File: config.mk
export PLATFORM = sky130hd
export DESIGN_NAME = seq_alu
export DESIGN_NICKNAME = d
export VERILOG_FILES = /design/src/rtl/seq_alu.sv
export SDC_FILE = /design/constraint.sdc
export NUM_CORES = 1
export LEC_CHECK = 0
export CAP_MARGIN = 0
export CORE_MARGIN = 5
export CORE_UTILIZATION = 23
export CTS_BUF_LIST = sky130_fd_sc_hd__clkbuf_2
export DETAILED_ROUTE_END_ITERATION = 8
export PLACE_DENSITY = 0.36
export SLEW_MARGIN = 30
export SYNTH_ARGS = -nofsm -noshare
export SYNTH_HDL_FRONTEND = slang
export SYNTH_SLANG_ARGS = --single-unit
File: constraint.sdc
create_clock -name clk -period 9 [get_ports clk]
set_clock_uncertainty 0.05 [all_clocks]
set_input_delay 1.8 -clock clk [delete_from_list [all_inputs] [get_ports clk]]
set_output_delay 1.8 -clock clk [all_outputs]
set_load 0.03 [all_outputs]
File: src/rtl/seq_alu.sv
// Sequential signed ALU: single-cycle arithmetic/logic ops plus a WIDTH-cycle
// shift-add signed multiplier, with a registered result and a one-cycle done pulse.
module seq_alu #(
    parameter int unsigned WIDTH = 16
) (
    input  logic             clk,
    input  logic             rst,
    input  logic             start,
    input  logic [WIDTH-1:0] A,
    input  logic [WIDTH-1:0] B,
    input  logic             C,
    input  logic [2:0]       opc,
    output logic [WIDTH-1:0] W,
    output logic             zer,
    output logic             neg,
    output logic             ovf,
    output logic             busy,
    output logic             done
);

    localparam int unsigned CW = $clog2(WIDTH + 1);
    localparam int unsigned PW = 2 * WIDTH;

    typedef enum logic {
        S_IDLE = 1'b0,
        S_MUL  = 1'b1
    } state_t;

    state_t           r_state;
    state_t           w_state_next;
    logic [CW-1:0]    r_cnt;
    logic [WIDTH-1:0] r_w;
    logic             r_ovf;
    logic             r_busy;
    logic             r_done;
    logic [PW-1:0]    r_acc;
    logic [PW-1:0]    r_mcand;
    logic [WIDTH-1:0] r_mplr;
    logic             r_neg_p;

    logic [WIDTH:0]   w_add;
    logic [WIDTH+1:0] w_b2a;
    logic [WIDTH+1:0] w_x3;
    logic [WIDTH-1:0] w_alu;
    logic             w_alu_ovf;
    logic [WIDTH-1:0] w_abs_a;
    logic [WIDTH-1:0] w_abs_b;
    logic [PW-1:0]    w_acc_next;
    logic [PW-1:0]    w_prod;
    logic             w_prod_ovf;
    logic             w_accept;

    assign w_accept = (r_state == S_IDLE) && start;

    // State register
    always_ff @(posedge clk or posedge rst) begin
        if (rst) begin
            r_state <= S_IDLE;
        end else begin
            r_state <= w_state_next;
        end
    end

    // Next-state logic
    always_comb begin
        w_state_next = r_state;
        case (r_state)
            S_IDLE: if (start && (opc == 3'b111)) w_state_next = S_MUL;
            S_MUL:  if (r_cnt == CW'(1)) w_state_next = S_IDLE;
            default: w_state_next = S_IDLE;
        endcase
    end

    // Wide intermediate results so overflow can be judged on the exact value
    assign w_add = {A[WIDTH-1], A} + {B[WIDTH-1], B} + (WIDTH + 1)'(C);
    assign w_b2a = {{2{B[WIDTH-1]}}, B} + {A[WIDTH-1], A, 1'b0};
    assign w_x3  = {{2{B[WIDTH-1]}}, B} + {B[WIDTH-1], B, 1'b0};

    // Single-cycle operation result and overflow
    always_comb begin
        w_alu     = '0;
        w_alu_ovf = 1'b0;
        case (opc)
            3'b000: begin
                w_alu     = w_add[WIDTH-1:0];
                w_alu_ovf = w_add[WIDTH] ^ w_add[WIDTH-1];
            end
            3'b001: begin
                w_alu     = w_b2a[WIDTH-1:0];
                w_alu_ovf = ~((w_b2a[WIDTH+1] == w_b2a[WIDTH]) &&
                              (w_b2a[WIDTH] == w_b2a[WIDTH-1]));
            end
            3'b010: begin
                w_alu     = B + WIDTH'(1);
                w_alu_ovf = (B == {1'b0, {(WIDTH-1){1'b1}}});
            end
            // Upper WIDTH bits of the sign-extended 3*B implement the floor shift
            3'b011: w_alu = WIDTH'(w_x3 >> 2);
            3'b100: w_alu = A & B;
            3'b101: w_alu = A | B;
            3'b110: w_alu = ~B;
            default: begin
                w_alu     = '0;
                w_alu_ovf = 1'b0;
            end
        endcase
    end

    assign w_abs_a    = A[WIDTH-1] ? (~A + WIDTH'(1)) : A;
    assign w_abs_b    = B[WIDTH-1] ? (~B + WIDTH'(1)) : B;
    assign w_acc_next = r_acc + (r_mplr[0] ? r_mcand : '0);
    assign w_prod     = r_neg_p ? (~w_acc_next + PW'(1)) : w_acc_next;
    assign w_prod_ovf = ~((&w_prod[PW-1:WIDTH-1]) | ~(|w_prod[PW-1:WIDTH-1]));

    // Datapath, counter and output registers
    always_ff @(posedge clk or posedge rst) begin
        if (rst) begin
            r_cnt   <= '0;
            r_w     <= '0;
            r_ovf   <= 1'b0;
            r_busy  <= 1'b0;
            r_done  <= 1'b0;
            r_acc   <= '0;
            r_mcand <= '0;
            r_mplr  <= '0;
            r_neg_p <= 1'b0;
        end else begin
            r_done <= 1'b0;
            if (r_state == S_IDLE) begin
                if (w_accept) begin
                    if (opc == 3'b111) begin
                        r_cnt   <= CW'(WIDTH);
                        r_busy  <= 1'b1;
                        r_acc   <= '0;
                        r_mcand <= {{WIDTH{1'b0}}, w_abs_a};
                        r_mplr  <= w_abs_b;
                        r_neg_p <= A[WIDTH-1] ^ B[WIDTH-1];
                    end else begin
                        r_w    <= w_alu;
                        r_ovf  <= w_alu_ovf;
                        r_done <= 1'b1;
                    end
                end
            end else begin
                r_cnt   <= r_cnt - CW'(1);
                r_acc   <= w_acc_next;
                r_mcand <= {r_mcand[PW-2:0], 1'b0};
                r_mplr  <= {1'b0, r_mplr[WIDTH-1:1]};
                if (r_cnt == CW'(1)) begin
                    r_w    <= w_prod[WIDTH-1:0];
                    r_ovf  <= w_prod_ovf;
                    r_done <= 1'b1;
                    r_busy <= 1'b0;
                end
            end
        end
    end

    assign W    = r_w;
    assign zer  = (r_w == '0);
    assign neg  = r_w[WIDTH-1];
    assign ovf  = r_ovf;
    assign busy = r_busy;
    assign done = r_done;

endmodule

==> summary.txt <==
Status: finished clean
PwrDens: 200.7 mW/mm^2
First-pass GRT wire length: 68200 um
# hold bufs at CTS: 0
Via count: 11540
Power Internal: 1296 uW
Setup Crit Path Kind: input port to register
Gpl congestion: 0.8486
Largest net degree at the start of global routing: 83
P_leak: 0.005579 uW
Top post-synthesis cells by count: nand2_1 (210), o21ai_0 (135), nor2_1 (122)
Seq cells post-synth: 106
CORE AREA: 0.05151 mm^2
Final setup fails: 0
Via/cell ratio: 5.116
Post-synth top area share: 22.07%
Worst setup EP type: register
Fin nets: 1723
Synthesis Warnings: 0
Post-synth ARST share: 100.0%
Synthesized area: 0.01202 mm^2
Final WS setup: 3.257 ns
Sw frac: 51.69%
Clock group share of total power: 8.6%
Worst-path clk slew: 0.33 ns
Clock Sinks: 106
Top-count cell post-synth: nand2_1
Reg2Reg Depth: 16
1st-pass router iterations: 6
Synthesized Nets: 1710
Post-DP HPWL: 33810 um
Pre-CTS setup slack: 2.435 ns
Pins Over Slew Limit: 0
Port bufs: 59
Die H: 238.6 um
Max_cap viols: 0
Synth Instances: 1554
Die X: 238.6 um
Hold endpoint: r_mplr[10]
Tightest Hold Check Type: register to register
I/O Pins: 60
Reg power frac: 29.6%
Max Clk Rate: 174.1 MHz
RSZ-0062 raised after global routing: no
Initial detailed-routing violation count: 728
Unique masters post-synth: 101
Final critical-path required period: 5.743 ns
Combinational Power Share: 61.8%
Slew @ Worst Pin: 0.9503 ns
Post CTS Setup Buffer Count: 0
EDFF count, synth: 0
Worst r2r src: r_mplr[0]
WL per Instance: 19.59 um
Endpoints failing hold: 0
Synth Area per Inst: 7.735 um^2
Hold Crit Start: r_mplr[11]
Critical Path Source: B[1]
Die area: 0.05693 mm^2
CTS tree: done
Fraction of layout cells with a size suffix above 1: 5.852%
# DRC: 0
CP arrival: 6.39 ns
Hold depth: 2
Startpoint types: input port
Synth top area cells: dfrtp_1 (22%), ha_1 (12%), nand2_1 (6.6%)
P&R area growth vs syn: 11.24%
Worst R2R Setup Slack: 3.60 ns
Number of global-route vias before repair: 11390
CTS resizes: 0
Initial Util: 23.34%
RR Endpoint: ovf
Initial antenna violation count: 3
Global Route Usage Sum: 15.17%
Worst IR drop on VDD: 0.07096 mV
DRT antenna net count: 0
Synth Flop Type: dfrtp_1
FP Rows: 83
Relative slew margins: 36.30%
CTS root buffer: clkbuf_2
Cell taking the most area after synthesis: dfrtp_1
CP max FO: 7
Critical Path RT: 9.65 ns
Switching power: 1387 uW
Crit path cell chain: clkdlybuf4s50_1, ha_1, fa_1, a211oi_1, o21ai_0, a221oi_1, o21ai_0, o22ai_1, mux2i_1, o22ai_1, a211o_1, a31oi_1, nand4b_1, nor4_1, a211oi_1
Period utilization: 63.81%
GRT overflow: 0
Worst skew pair latency: 0.76 ns
H-tree levels: 3
Sequential area share after synthesis: 22.07%
Clk buf depth: 2
CP max stage cell: a221oi_1
Setup tns final: 0 ns
CTS Buf Count: 9
Max incr delay on CP: 0.58 ns
Total Wirelength: 44170 um
cell type report:
type,count,area [um^2]
antenna,3,7.507
multi-input combinational,1311,8807
fill,5732,38140
clock buffer,12,60.06
inverter,63,239.0
clock inverter,4,28.78
sequential,106,2656
tap,680,850.8
timing repair buffer,76,721.9
cells by family after synthesis:
| logic type | count (synthesis) | share of synthesized area, % |
|---|---|---|
| buf+inv | 137 | 4.726 |
| compound gates | 474 | 26.20 |
| mux | 35 | 2.967 |
| fa+ha+maj | 117 | 12.49 |
| xor+xnor | 110 | 8.265 |
| simple gates | 575 | 23.29 |
| flops | 106 | 22.07 |
routing by layer:
layer  GRT usage [%]  wire (um)
met3           2.503       1719
met5               0          8
met2           23.87      19770
met4           3.791        814
met1           21.66      21860
flip-flops by register name, summed over array words and instances, names as in the netlist, 5 cells and up:
register / flops
W: 16
r_acc: 32
r_cnt: 5
r_mplr: 16
r_mcand: 32
metrics by stage:
step / power, uW / utilization (%) / hold slack, ns / instance area, um^2 / instances
after global placement: 2471 / 25.76 / 0.4207 / 13270 / 2236
after detailed placement: 2466 / 25.77 / 0.4273 / 13270 / 2236
after floorplan: 1946 / - / 0.4029 / 12020 / 1554
final: 2683 / 25.96 / 0.4498 / 13370 / 2255
after CTS: 2719 / 25.94 / 0.4475 / 13360 / 2252
after global routing: 2909 / 25.95 / 0.4738 / 13370 / 2253
critical path: cells and delay by family:
family          cells  cell delay (ns)
buf+inv             1             0.56
simple gates        2             0.23
compound gates      9             2.78
mux                 1             0.26
fa+ha+maj           2             0.76
layout by cell type, fill, tap and decap left out, types with 9 or more instances in the layout:
master	n
nand2_1	210
o21ai_0	135
nor2_1	121
ha_1	112
dfrtp_1	105
a21oi_1	101
xnor2_1	75
inv_1	61
clkdlybuf4s50_1	59
and2_1	42
nor3_1	39
nand3_1	34
xor2_1	31
mux2i_1	30
a31oi_1	24
o22ai_1	20
a221oi_1	20
a21o_1	19
or3_1	18
buf_4	16
nand4_1	14
o211ai_1	14
o221ai_1	14
and3_1	13
nor4_1	12
clkbuf_2	12
o31ai_1	11
a211oi_1	11
or2_2	11
o21bai_1	10
nand2b_1	9
power by group through the flow:
stage / clock [uW] / combinational (uW) / sequential [uW]
CTS: 252 / 1670 / 800
global route: 261 / 1830 / 818
finish: 231 / 1660 / 794
global placement: 0 / 1660 / 808
detailed placement: 0 / 1660 / 808
floorplan: 0 / 1130 / 820
how the worst max path moves through the flow:
| stage | to | slack, ns | depth (start not counted) |
|---|---|---|---|
| floorplan | ovf | 4.15 | 14 |
| global placement | ovf | 2.60 | 15 |
| detailed placement | ovf | 2.44 | 15 |
| CTS | ovf | 3.29 | 15 |
| global route | ovf | 2.98 | 15 |
| finish | ovf | 3.26 | 15 |
Power figures use the tool's default switching activity.
